$ cat config.mk
export PLATFORM = sky130hd
export DESIGN_NAME = ssd_scan_driver
export DESIGN_NICKNAME = d
export VERILOG_FILES = /design/src/rtl/ssd_scan_driver.sv
export SDC_FILE = /design/constraint.sdc
export NUM_CORES = 1
export LEC_CHECK = 0
export ABC_CLOCK_PERIOD_IN_PS = 2170
export BUFFER_PORTS_ARGS = -buffer_cell sky130_fd_sc_hd__buf_4
export CAP_MARGIN = 20
export CORE_ASPECT_RATIO = 0.7
export CORE_MARGIN = 5
export CORE_UTILIZATION = 30
export CTS_CLUSTER_DIAMETER = 40
export DETAILED_ROUTE_END_ITERATION = 7
export PLACE_DENSITY = 0.5
export SYNTH_ARGS = -nofsm -noshare
export SYNTH_HDL_FRONTEND = slang
export SYNTH_SLANG_ARGS = --single-unit
export TNS_END_PERCENT = 1
$ cat constraint.sdc
create_clock -name ClkPort -period 2.17 [get_ports ClkPort]
set_clock_uncertainty 0.15 [all_clocks]
set_input_delay 0.1085 -clock ClkPort [delete_from_list [all_inputs] [get_ports ClkPort]]
set_output_delay 0.1085 -clock ClkPort [all_outputs]
set_load 0.1 [all_outputs]
$ cat src/rtl/ssd_scan_driver.sv
// Time-multiplexed common-anode seven-segment scan driver with 16-level PWM brightness.
// Optional leading-zero blanking is built when SSD_LEADING_ZERO_BLANK_EN is defined.
module ssd_scan_driver #(
  parameter int NUM_DIGITS    = 8,
  parameter int SCAN_DIV_BITS = 18
) (
  input  logic                    ClkPort,
  input  logic                    Reset,
  input  logic [4*NUM_DIGITS-1:0] digits,
  input  logic [NUM_DIGITS-1:0]   dp_en,
  input  logic [NUM_DIGITS-1:0]   digit_en,
  input  logic [3:0]              brightness,
  output logic [NUM_DIGITS-1:0]   anodes,
  output logic [7:0]              cathodes,
  output logic [2:0]              scan_idx,
  output logic                    frame_tick
);
  localparam logic [2:0] LAST_IDX = 3'(NUM_DIGITS - 1);

  logic [SCAN_DIV_BITS-1:0] presc;
  logic                     primed;
  logic                     loaded;
  logic [3:0]               snap_nib;
  logic                     snap_dp;
  logic                     snap_en;
  logic                     snap_blank;

  logic                     load;
  logic [2:0]               next_idx;
  logic [2:0]               load_idx;
  logic [3:0]               sel_nib;
  logic                     sel_dp;
  logic                     sel_en;
  logic                     sel_blank;
  logic [NUM_DIGITS-1:0]    blank_vec;
  logic [NUM_DIGITS-1:0]    anode_nxt;
  logic [7:0]               cathode_nxt;
  logic [3:0]               phase;
  logic                     lit;

  function automatic logic [6:0] hex_to_seg(input logic [3:0] h);
    case (h)
      4'h0: hex_to_seg = 7'b0000001;
      4'h1: hex_to_seg = 7'b1001111;
      4'h2: hex_to_seg = 7'b0010010;
      4'h3: hex_to_seg = 7'b0000110;
      4'h4: hex_to_seg = 7'b1001100;
      4'h5: hex_to_seg = 7'b0100100;
      4'h6: hex_to_seg = 7'b0100000;
      4'h7: hex_to_seg = 7'b0001111;
      4'h8: hex_to_seg = 7'b0000000;
      4'h9: hex_to_seg = 7'b0000100;
      4'hA: hex_to_seg = 7'b0001000;
      4'hB: hex_to_seg = 7'b1100000;
      4'hC: hex_to_seg = 7'b0110001;
      4'hD: hex_to_seg = 7'b1000010;
      4'hE: hex_to_seg = 7'b0110000;
      default: hex_to_seg = 7'b0111000;
    endcase
  endfunction

  assign phase    = presc[SCAN_DIV_BITS-1 -: 4];
  assign next_idx = (scan_idx == LAST_IDX) ? 3'd0 : scan_idx + 3'd1;
  // The first clock after reset captures digit 0 without waiting for a prescaler wrap.
  assign load     = !primed || (presc == '1);
  assign load_idx = primed ? next_idx : 3'd0;
  assign lit      = snap_en && !snap_blank && (phase <= brightness);

  always_comb begin
    blank_vec = '0;
`ifdef SSD_LEADING_ZERO_BLANK_EN
    begin
      logic upper_zero;
      upper_zero = 1'b1;
      for (int k = NUM_DIGITS - 1; k > 0; k--) begin
        upper_zero   = upper_zero && (digits[4*k +: 4] == 4'h0);
        blank_vec[k] = upper_zero;
      end
    end
`endif
  end

  always_comb begin
    sel_nib   = 4'h0;
    sel_dp    = 1'b0;
    sel_en    = 1'b0;
    sel_blank = 1'b0;
    for (int k = 0; k < NUM_DIGITS; k++) begin
      if (load_idx == 3'(k)) begin
        sel_nib   = digits[4*k +: 4];
        sel_dp    = dp_en[k];
        sel_en    = digit_en[k];
        sel_blank = blank_vec[k];
      end
    end
  end

  always_comb begin
    anode_nxt = '1;
    for (int k = 0; k < NUM_DIGITS; k++) begin
      anode_nxt[k] = !(lit && (scan_idx == 3'(k)));
    end
    cathode_nxt = lit ? {hex_to_seg(snap_nib), ~snap_dp} : 8'hFF;
  end

  always_ff @(posedge ClkPort or posedge Reset) begin
    if (Reset) begin
      presc      <= '0;
      scan_idx   <= 3'd0;
      primed     <= 1'b0;
      loaded     <= 1'b0;
      snap_nib   <= 4'h0;
      snap_dp    <= 1'b0;
      snap_en    <= 1'b0;
      snap_blank <= 1'b0;
      anodes     <= '1;
      cathodes   <= 8'hFF;
      frame_tick <= 1'b0;
    end else begin
      presc      <= presc + 1'b1;
      anodes     <= anode_nxt;
      cathodes   <= cathode_nxt;
      frame_tick <= loaded && (scan_idx == 3'd0);
      loaded     <= load;
      if (load) begin
        primed     <= 1'b1;
        scan_idx   <= load_idx;
        snap_nib   <= sel_nib;
        snap_dp    <= sel_dp;
        snap_en    <= sel_en;
        snap_blank <= sel_blank;
      end
    end
  end
endmodule
Yosys cells after proc, flatten, opt, wreduce, memory -nomap -nowiden
Memory sizes are Yosys's and may differ from the RTL's.
Cells that the tools add are included.
{ "op_classes": {"add_sub_neg": 2, "magnitude_cmp": 1, "reduce_logical": 22, "muxes": 27, "n_eq_ne": 15, "bitwise": 1} }
{ "ops": {"columns": ["cell", "count"], "rows": [
  ["4-bit 2-to-1 mux", 8],
  ["3-bit equality test (second input constant)", 8],
  ["18-bit by 1-bit adder with 18-bit output (second input constant)", 1],
  ["18-bit equality test (second input constant)", 1],
  ["1-bit 2-to-1 mux", 16],
  ["3-bit by 2-bit equality test with 1-bit output (second input constant)", 4],
  ["1-bit logical AND", 10],
  ["1-bit zero test", 9],
  ["8-bit 2-to-1 mux", 1],
  ["3-bit by 1-bit equality test with 1-bit output (second input constant)", 2],
  ["3-bit zero test", 2],
  ["3-bit 2-to-1 mux", 2],
  ["4-bit <= comparator", 1],
  ["3-bit by 1-bit adder with 3-bit output (second input constant)", 1],
  ["1-bit logical OR", 1],
  ["1-bit NOT", 1]
]} }
{ "totals": {"romBits": 112, "reg_bits": 46, "n_memories": 1, "out_inout_bits": 20} }
{ "mem_list": {"columns": ["name", "words", "word_bits", "rd", "rd_ports_with_merged_regs", "wr", "line", "source"], "rows": [
  ["(name not given)", 16, 7, 1, 0, 0, "42", "case (h)"]
]} }

Depth between registers and ports, before layout
Gate-level depths: netlist of the first run.
{ "logic_depth": {"ltp_word": 12, "ltp_mapped": 9, "depth_no_buf": 7} }

Worst setup path after synthesis of the first run
No wires, ideal clock.
{ "synth_timing": {"path_kind": "register to register", "start": "register scan_idx[2]", "end": "register snap_dp", "setup_slack_ps": -757, "n_path_buf": 1, "t_arrival_ps": 2652, "period_less_slack_ps": 2927, "stages_incl_launch_ff": 8, "setup_time_ps": 125, "cell_sequence": "dfrtp_1 inv_1 ha_1 clkbuf_1 nor2_1 a222oi_1 a22oi_1 mux2_4"} }
{ "synth_via": {"elab_chain_len": 12, "elab_cells_between_ends": 20, "classes_between": "add/sub (1); eq/ne (8); mux (10); reduce/logical (1)"} }
{ "synth_rtl": {"columns": ["item", "line", "source"], "rows": [
  ["start: declaration", "15", "output logic [2:0] scan_idx,"],
  ["start signal: assignment", "127", "scan_idx <= load_idx;"],
  ["3-bit by 1-bit adder with 3-bit output or 3-bit equality test (tied branches)", "63", "assign next_idx = (scan_idx == LAST_IDX) ? 3'd0 : scan_idx + 3'd1;"],
  ["3-bit 2-to-1 mux *", "63", null],
  ["3-bit 2-to-1 mux *", "66", "assign load_idx = primed ? next_idx : 3'd0;"],
  ["3-bit zero test", "89", "if (load_idx == 3'(k)) begin"],
  ["1-bit 2-to-1 mux (7 in series)", "89", null],
  ["1-bit 2-to-1 mux *", "89", null],
  ["end signal: assignment", "129", "snap_dp <= sel_dp;"],
  ["end: declaration", "24", "logic snap_dp;"]
]} }
Mark *: on every way between the ends. The rest lies on a longest branch, timed or not.
A chain may end at the register's enable or synchronous reset.

Worst setup path after layout of the first run
{ "layout_timing": {"start": "register scan_idx[0]", "end": "register snap_en"} }
{ "layout_via": {"elab_chain_len": 12, "elab_cells_between_ends": 20, "classes_between": "add/sub (1); eq/ne (8); mux (10); reduce/logical (1)"} }
{ "layout_rtl": {"columns": ["item", "line", "source"], "rows": [
  ["3-bit by 1-bit adder with 3-bit output or 3-bit equality test (tied branches)", "63", null],
  ["3-bit 2-to-1 mux *", "63", null],
  ["3-bit 2-to-1 mux *", "66", null],
  ["3-bit zero test", "89", null],
  ["1-bit 2-to-1 mux (7 in series)", "89", null],
  ["1-bit 2-to-1 mux *", "89", null],
  ["end signal: assignment", "130", "snap_en <= sel_en;"],
  ["end: declaration", "25", "logic snap_en;"]
]} }
Marks and branches as above.

==> qor.txt, run 1 <==
status = finished with violations
failing checks = negative setup slack
Tot Pwr = 2.26 mW
Clock Path Buffers = 2
Detail Placement HPWL = 5380 um
initial antenna violation count = 0
die area = 11100 sq um
1st-iter DRT viols = 178
Root Buffer Master = clkbuf_16
Avg WL per Cell = 14.0 um
fill count = 886
register area = 1180 sq um
H-tree Lvls = 2
latest clock arrival within the worst-skew pair = 0.28 ns
FP Rows = 29
largest family of logic cells by synthesized area = simple AND/OR/NAND/NOR gates
Worst setup EP type = flip-flop
final wirelength = 6840 um
Placed Cells = 470
DRC = 0
CTS tree = built
Setup TNS Final = -0.0100 ns
initial core utilization = 0.303
Gate Count Post-Synth = 263
slew at the pin closest to its max-slew limit = 0.567 ns
post-synthesis sequential area ratio = 0.431
RSZ-0062 raised after global routing = yes
Total GRT Usage = 0.128
FF+latch count, synth = 46
Final nets = 433
share of cells above drive strength 1 = 0.433
Setup crit end = snap_en
static leakage = 1.77 nW
Mapped Area = 2720 sq um
Worst VDD drop = 318 uV
Peak Freq = 0.459 GHz
yosys warns = 0
post-synth cell types = 47
Core Util, Final = 0.432
Area Overhead vs Synth = 42.4%
reg2reg end = snap_en
cts bufs inserted = 5
r2r setup slk = -0.007 ns
crit share post-route = 1.00
Worst Setup Slack post-DPL = -0.0291 ns
Synth Area in Compound Gates = 0.134
cell count of the worst reg-to-reg path = 7
first-pass GRT wire length = 11200 um
ys async rst share = 1.00
Post-Layout Inst Area = 3870 sq um
critical path launch point = scan_idx[0]
Sequential Power Share = 0.427
Worst Path Arrival = 2.19 ns
number of max-slew violations in the final report = 0
DR vias = 2250
Die Height = 89.7 um
Worst Path Class, Setup = flip-flop to flip-flop
drt via density = 4.62
Internal = 1.56 mW
Core Region = 8960 sq um
Synthesized Nets = 334
vias in the first global route = 2234
Max-Cap Viols = 0
I/O Buffers = 73
grt ovf = 0
Critical Path RT = 2.19 ns
NetSw = 697 uW
min-delay worst type = input pin to asynchronous set/reset pin
Clk pwr share = 0.340
final worst path period need = 2.18 ns
number of I/O pins = 74
mux cell area share after synthesis = 0.0672
adder-cell share of the synthesized area = 0.0782
largest net degree at the start of global routing = 28
Post-synth EDFFs = 0
clock-pin transition on the worst setup and hold timing paths = 0.06 ns
critical-path maximum fanout = 7
Fin. Hold Viols = 0
# setup viols final = 3
Power per Cell Area = 583 nW/um^2
PnR worst setup slack = -0.00748 ns
fraction of synthesized cell area in xor and xnor cells = 0.0515
final antenna-violating net count = 0
commonest non-fill, non-tap cell in the layout = buf_4
Synth Flop Type = dfrtp_1
Switching Share = 0.309
worst hold margin = 0.0885 ns
Clock Sinks = 46
Placed Area = 3610 sq um
reg-to-reg critical path startpoint = scan_idx[0]
Avg Synthesized Cell Area = 10.3 sq um
Comb pwr share = 0.233
post-synthesis simple-gate area fraction = 0.186
post-route insts no fill = 487
# diodes = 0
Die X = 124 um
crit start category = flip-flop
commonest cells after routing, fill and taps aside = 100 x buf_4, 27 x dfrtp_1, 19 x nand3_1
Slew HR = 0.622
drt first pass iters = 5
Placer Congestion = 0.734
area of the multi-input gates = 1500 sq um
-- worst min-delay path by stage --
stage	to	cells after the start	slack, ns
after floorplan	frame_tick	1	0.24
after global routing	presc[14]	3	0.10
after detailed placement	presc[14]	2	0.1
final	presc[14]	3	0.09
after CTS	snap_nib[1]	4	0.14
after global placement	presc[14]	2	0.12
-- synthesized netlist by cell type (11+ instances only) --
cell | n | area share
nand4_1 | 12 | 0.028
ha_1 | 17 | 0.078
xnor2_1 | 13 | 0.042
dfrtp_1 | 30 | 0.28
mux2i_1 | 13 | 0.048
nor2_1 | 13 | 0.018
nand3_1 | 19 | 0.035
inv_1 | 14 | 0.019
nand2_1 | 15 | 0.021
o21ai_0 | 11 | 0.020
dfstp_2 | 16 | 0.15
-- final cells by class --
cell class | count | area share
clock buffers | 6 | 0.0359
clock inverters | 2 | 0.00323
inverters | 14 | 0.0136
multi-input cells | 189 | 0.388
flip-flops and latches | 46 | 0.305
well taps | 124 | 0.0401
repair buffers | 106 | 0.213
-- power by group through the flow --
| stage | clock network [mW] | registers, mW | logic (mW) |
|---|---|---|---|
| 3_3_place_gp | 0 | 0.980 | 0.525 |
| 3_5_place_dp | 0 | 0.979 | 0.523 |
| 2_1_floorplan | 0 | 1.17 | 0.169 |
| 5_1_grt | 0.835 | 0.972 | 0.565 |
| 4_1_cts | 0.789 | 0.964 | 0.526 |
| 6_report | 0.768 | 0.964 | 0.527 |
-- cells by family (layout without fill, tap and decap cells) --
kind of cell / count (synthesis) / after routing
xor+xnor: 16 / 16
simple gates: 90 / 90
buf+inv: 28 / 128
mux: 17 / 17
flops: 46 / 46
other cells: 1 / 1
fa+ha+maj: 17 / 17
compound gates: 48 / 48
-- repair_timing --
action	4_1_cts	5_1_grt
hold buffers	1	0
pin swaps	6	10
resized for setup	3	6
setup endpoints to repair	4	6
buffers inserted	4	3
hold endpoints to repair	23	0
-- critical path: stages, from the launching register on --
cell      delay [ns]
dfrtp_4         0.51
ha_4            0.19
ha_4            0.33
buf_6           0.11
nor2_4          0.04
a222oi_1        0.32
a22oi_1         0.14
mux2_4          0.27
-- routing by layer --
layer | GRT usage | vias up | routed length [um]
li1 | - | 1148 | -
met1 | 0.200 | 1015 | 3730
met2 | 0.175 | 79 | 2600
met3 | 0.0269 | 8 | 430
met4 | 0.0332 | 0 | 82
met5 | 0 | - | 0
-- sequential cells by signal, indices dropped and copies added (netlist names) --
register    flops
anodes          8
cathodes        8
frame_tick      1
loaded          1
presc          18
primed          1
scan_idx        3
snap_dp         1
snap_en         1
snap_nib        4
(Power assumes the default switching activity.)
==> run 2: changes to the inputs <==
--- a/config.mk
+++ b/config.mk
@@ -13,6 +13,7 @@
 export CORE_UTILIZATION = 30
 export CTS_CLUSTER_DIAMETER = 40
 export DETAILED_ROUTE_END_ITERATION = 7
+export GPL_TIMING_DRIVEN = 0
 export PLACE_DENSITY = 0.5
 export SYNTH_ARGS = -nofsm -noshare
 export SYNTH_HDL_FRONTEND = slang
==> qor.txt, run 2 (synthesis results as in run 1) <==
status = finished with violations
failing checks = negative setup slack
reg-to-reg critical path startpoint = scan_idx[0]
PnR worst setup slack = -0.0741 ns
first-pass GRT wire length = 11300 um
die area = 11100 sq um
1st-iter DRT viols = 135
WP buf/inv = 1
Most flops, register = presc
min-delay worst type = input pin to flip-flop
Area Overhead vs Synth = 43.7%
cell count of the worst reg-to-reg path = 8
I/O Buffers = 73
commonest cells after routing, fill and taps aside = 83 x buf_4, 27 x dfrtp_1, 19 x nand3_1
number of flip-flops in the largest register = 18
hold endpoint = snap_nib[1]
Core Region = 8960 sq um
initial core utilization = 0.303
Total GRT Usage = 0.129
Clock Sinks = 46
worst hold path depth = 4
worst hold margin = 0.175 ns
Worst Path Arrival = 2.26 ns
CTS tree = built
Root Buffer Master = clkbuf_16
reg2reg end = snap_nib[3]
cell mode on critical path = ha_4
DRC = 0
crit start category = flip-flop
Detail Placement HPWL = 5420 um
Max-Cap Viols = 0
drt first pass iters = 4
Peak Freq = 0.446 GHz
DR vias = 2258
crit-path cells = ha_4 -> ha_4 -> nor2_4 -> buf_6 -> or2_2 -> a222oi_1 -> a22o_1 -> mux2i_1
number of max-slew violations in the final report = 0
top cell family by delay on the critical path = compound AO/OA/AOI/OAI gates
Clock Path Buffers = 2
Top Registers = presc (18), anodes (8), cathodes (8)
Max stage delay cell, worst path = dfrtp_4
FP Rows = 29
crit share post-route = 1.03
fill count = 871
static leakage = 1.76 nW
Worst setup EP type = flip-flop
vias in the first global route = 2191
final worst path period need = 2.24 ns
Worst Setup Slack post-DPL = -0.237 ns
clock-pin transition on the worst setup and hold timing paths = 0.06 ns
Slew HR = 0.664
Worst Path Class, Setup = flip-flop to flip-flop
Die X = 124 um
slew at the pin closest to its max-slew limit = 0.503 ns
Setup TNS Final = -0.198 ns
# setup viols final = 3
commonest non-fill, non-tap cell in the layout = buf_4
crit-path max cell delay = 0.46 ns
cts bufs inserted = 5
Power per Cell Area = 608 nW/um^2
WP depth = 8
critical-path maximum fanout = 5
latest clock arrival within the worst-skew pair = 0.28 ns
r2r setup slk = -0.07 ns
Die Height = 89.7 um
final wirelength = 7010 um
Critical Path RT = 2.18 ns
area of the multi-input gates = 1560 sq um
# diodes = 0
Worst VDD drop = 307 uV
share of cells above drive strength 1 = 0.425
final antenna-violating net count = 0
grt ovf = 0
initial antenna violation count = 0
number of I/O pins = 74
drt via density = 4.71
Placed Cells = 461
Final nets = 425
H-tree Lvls = 2
hold_sp = digits[1]
Fin. Hold Viols = 0
largest net degree at the start of global routing = 25
Avg WL per Cell = 14.6 um
RSZ-0062 raised after global routing = yes
Core Util, Final = 0.436
register area = 1180 sq um
Placer Congestion = 0.777
post-route insts no fill = 479
-- run 2: changes by cell type in the layout (fill, tap and decap cells not counted), sizes merged --
cell / delta
clkinvlp: -1
clkbuf: +6
bufinv: +1
buf: -13
clkinv: -2
inv: +1
-- run 2: how the worst max path moves through the flow --
stage                      startpoint           to  slack [ns]
after floorplan           scan_idx[0]      snap_dp        -0.1
after global placement    scan_idx[0]  snap_nib[1]       -0.24
after detailed placement  scan_idx[0]      snap_dp       -0.24
after CTS                 scan_idx[1]      snap_en        -0.1
after global routing      scan_idx[0]      snap_en       -0.13
final                     scan_idx[0]  snap_nib[3]       -0.07
-- run 2: power breakdown --
| part | switching (mW) | internal [mW] |
|---|---|---|
| logic | 0.369 | 0.189 |
| registers | 0.0211 | 0.921 |
| clock network | 0.302 | 0.575 |
| total | 0.692 | 1.68 |
-- run 2: tightest hold or removal path, cell delays in order --
cell,delay (ns)
buf_4,0.12
nand2b_1,0.06
a32o_2,0.20
mux2i_1,0.07
-- run 2: per-layer routing --
layer  track usage  routed length [um]
met1         0.205                3680
met3        0.0307                 551
met4        0.0302                  78
met5             0                   0
met2         0.172                2700
-- run 2: timing repair --
action | CTS | global route
gates resized for setup | 13 | 16
hold buffers | 1 | 0
pin swaps | 1 | 12
endpoints found under the hold margin | 8 | 0
buffers inserted | 2 | 7
endpoints found under the setup margin | 16 | 16
-- run 2: layout make-up --
class                           instances  area share
Clock buffer                            7      0.0365
Inverter                               14      0.0135
Clock inverter                          1     0.00769
Multi-Input combinational cell        189       0.399
Timing Repair Buffer                   84       0.166
Tap cell                              124      0.0397
Buffer                                 14      0.0349
Sequential cell                        46       0.303
-- run 2: through the flow --
step | power (mW) | cell area, sq um
2_1_floorplan | 1.34 | 2820
3_5_place_dp | 1.51 | 3540
3_3_place_gp | 1.51 | 3520
6_report | 2.38 | 3910
4_1_cts | 2.40 | 3780
5_1_grt | 2.47 | 3910
==> run 3: changes to the inputs <==
--- a/config.mk
+++ b/config.mk
@@ -5,7 +5,8 @@
 export SDC_FILE = /design/constraint.sdc
 export NUM_CORES = 1
 export LEC_CHECK = 0
-export ABC_CLOCK_PERIOD_IN_PS = 2170
+export ABC_AREA = 1
+export ABC_CLOCK_PERIOD_IN_PS = 1950
 export BUFFER_PORTS_ARGS = -buffer_cell sky130_fd_sc_hd__buf_4
 export CAP_MARGIN = 20
 export CORE_ASPECT_RATIO = 0.7
@@ -14,7 +15,6 @@
 export CTS_CLUSTER_DIAMETER = 40
 export DETAILED_ROUTE_END_ITERATION = 7
 export GPL_TIMING_DRIVEN = 0
-export PLACE_DENSITY = 0.5
 export SYNTH_ARGS = -nofsm -noshare
 export SYNTH_HDL_FRONTEND = slang
 export SYNTH_SLANG_ARGS = --single-unit
==> constraint.sdc (replaced) <==
create_clock -name ClkPort -period 1.95 [get_ports ClkPort]
set_clock_uncertainty 0.15 [all_clocks]
set_input_delay 0.0975 -clock ClkPort [delete_from_list [all_inputs] [get_ports ClkPort]]
set_output_delay 0.0975 -clock ClkPort [all_outputs]
set_load 0.1 [all_outputs]
==> qor.txt, run 3 <==
status = finished with violations
failing checks = negative hold slack, negative setup slack
Synthesized Nets = 395
top-area cell type share of the netlist area = 0.278
FP Rows = 29
DRC = 0
drt via density = 4.58
Critical Path RT = 1.98 ns
number of max-slew violations in the final report = 0
Avg Synthesized Cell Area = 8.33 sq um
Synth Flop Type = dfrtp_1
Worst Path Arrival = 2.06 ns
Worst VDD drop = 424 uV
ranking of synthesized cells by area = dfrtp_1 28%, dfstp_2 16%, nand2_1 8.8%
Die Height = 89.3 um
Top Registers = presc (18), anodes (8), cathodes (8)
Detail Placement HPWL = 5590 um
Avg WL per Cell = 13.3 um
Most flops, register = presc
hold_sp = digits[18]
first-pass GRT wire length = 11300 um
FF+latch count, synth = 46
number of flip-flops in the largest register = 18
Total GRT Usage = 0.132
RSZ-0062 raised after global routing = yes
cts bufs inserted = 5
Power per Cell Area = 925 nW/um^2
final antenna-violating net count = 0
crit start category = flip-flop
Root Buffer Master = clkbuf_16
ys async rst share = 1.00
final wirelength = 7260 um
Placed Area = 3510 sq um
most frequent cells after synthesis = 63 x nand2_1, 38 x inv_1, 31 x nand4_1
grt ovf = 0
Peak Freq = 0.491 GHz
DR vias = 2503
largest family of logic cells by synthesized area = simple AND/OR/NAND/NOR gates
Area Overhead vs Synth = 45.9%
min-delay worst type = input pin to flip-flop
latest clock arrival within the worst-skew pair = 0.28 ns
mux cell area share after synthesis = 0
Placer Congestion = 0.842
critical-path maximum fanout = 8
I/O Buffers = 73
final worst path period need = 2.03 ns
Max stage delay cell, worst path = dfrtp_4
Fin. Hold Viols = 2
area leader, netlist = dfrtp_1
die area = 11000 sq um
cell with the most instances after synthesis = nand2_1
adder-cell share of the synthesized area = 0.0788
Synth Area in Compound Gates = 0.0557
Core Region = 8930 sq um
Worst setup EP type = flip-flop
Max-Cap Viols = 0
vias in the first global route = 2363
crit-path cells = ha_4 -> ha_4 -> inv_4 -> nand2_8 -> buf_6 -> nand4_1 -> nand3_1 -> nor2_2 -> nand4_1 -> nand2_1 -> nand2_1
CTS tree = built
Placed Cells = 522
worst hold margin = -0.00347 ns
commonest non-fill, non-tap cell in the layout = buf_4
H-tree Lvls = 2
post-synthesis simple-gate area fraction = 0.299
static leakage = 1.87 nW
yosys warns = 0
r2r setup slk = -0.08 ns
post-synth cell types = 33
critical path launch point = scan_idx[0]
fraction of synthesized cell area in xor and xnor cells = 0.0519
PnR worst setup slack = -0.0847 ns
clock-pin transition on the worst setup and hold timing paths = 0.06 ns
Core Util, Final = 0.441
reg-to-reg critical path startpoint = scan_idx[0]
crit-path max cell delay = 0.50 ns
number of I/O pins = 74
Clock Sinks = 46
# setup viols final = 6
post-route insts no fill = 547
Post-synth EDFFs = 0
Post-Layout Inst Area = 3940 sq um
Worst Path Class, Setup = flip-flop to flip-flop
fill count = 891
# diodes = 0
crit share post-route = 1.04
commonest cells after routing, fill and taps aside = 86 x buf_4, 62 x nand2_1, 34 x inv_1
Clock Path Buffers = 2
share of cells above drive strength 1 = 0.371
Final nets = 493
post-synthesis sequential area ratio = 0.434
largest net degree at the start of global routing = 32
Die X = 123 um
drt first pass iters = 4
initial antenna violation count = 0
Mapped Area = 2700 sq um
initial core utilization = 0.302
1st-iter DRT viols = 85
Gate Count Post-Synth = 324
run 3: cell types whose count changed after synthesis, moves of 10 or more:
cell     previous run  this run
a21oi_1             2        13
xnor2_1            13         3
nor2_1             13        26
nand4_1            12        31
nand2_1            15        63
mux2i_1            13         0
xor2_1              3        13
inv_1              14        38
run 3: per-layer routing:
metal	routed length, um	global-route usage	up-vias
li1	-	-	1265
met1	3510	0.181	1171
met2	3340	0.209	58
met3	314	0.0304	9
met4	93	0.0362	0
met5	0	0	-
run 3: worst max-delay path, delay by kind of cell, from the launching register on:
kind                     cells  cell delay (ns)
flip-flops                   1             0.50
AND/OR/NAND/NOR              7             0.62
adder cells (fa/ha/maj)      2             0.43
buffers and inverters        2             0.21
run 3: through the flow:
step | hold WS [ns] | setup slack (ns) | total power, mW | setup TNS [ns]
2_1_floorplan | 0.167 | -0.148 | 2.12 | -0.871
5_1_grt | 0.0165 | -0.175 | 3.83 | -0.971
3_3_place_gp | 0.281 | -0.268 | 2.42 | -4.52
3_5_place_dp | -0.0378 | -0.282 | 2.45 | -3.68
6_report | -0.00347 | -0.0847 | 3.64 | -0.351
4_1_cts | 0.000110 | -0.129 | 3.62 | -0.641
run 3: cells by family after synthesis:
kind of cell               count (synthesis)
and+or+nand+nor                          165
buffers and inverters                     52
DFF                                       46
AOI/OAI and AO/OA                         27
adders and majority gates                 17
xor gates and xnor gates                  16
other                                      1
run 3: what timing repair did:
action / in CTS / in global routing
endpoints found under the setup margin: 16 / 16
buffers inserted: 5 / 7
endpoints found under the hold margin: 26 / 0
gates resized for setup: 14 / 14
hold buffers: 5 / 0
gates cloned: 1 / 0
pin swaps: 8 / 7
run 3: power breakdown:
group	internal (mW)	switching [mW]	leakage, nW
Sequential	1.10	0.0588	0.551
Combinational	0.408	0.960	1.22
Clock	0.769	0.350	0.0971
run 3: path summary, 6_finish.rpt:
path,cells past startpoint,end
min reg2reg,1,cathodes[0]
max reg2reg,11,snap_nib[2]
min,5,snap_nib[2]
min in group asynchronous,3,scan_idx[1]
max,11,snap_nib[2]
max in group asynchronous,4,cathodes[1]
run 3: area by class of cell:
| class | instances | area, sq um | share of cell area |
|---|---|---|---|
| plain buffers | 10 | 80.1 | 0.0203 |
| clock buffers | 6 | 139 | 0.0353 |
| clock inverters | 2 | 60.1 | 0.0153 |
| inverters | 41 | 161 | 0.0410 |
| multi-input cells | 226 | 1440 | 0.365 |
| flip-flops and latches | 46 | 1180 | 0.300 |
| well taps | 124 | 155 | 0.0394 |
| repair buffers | 92 | 719 | 0.183 |
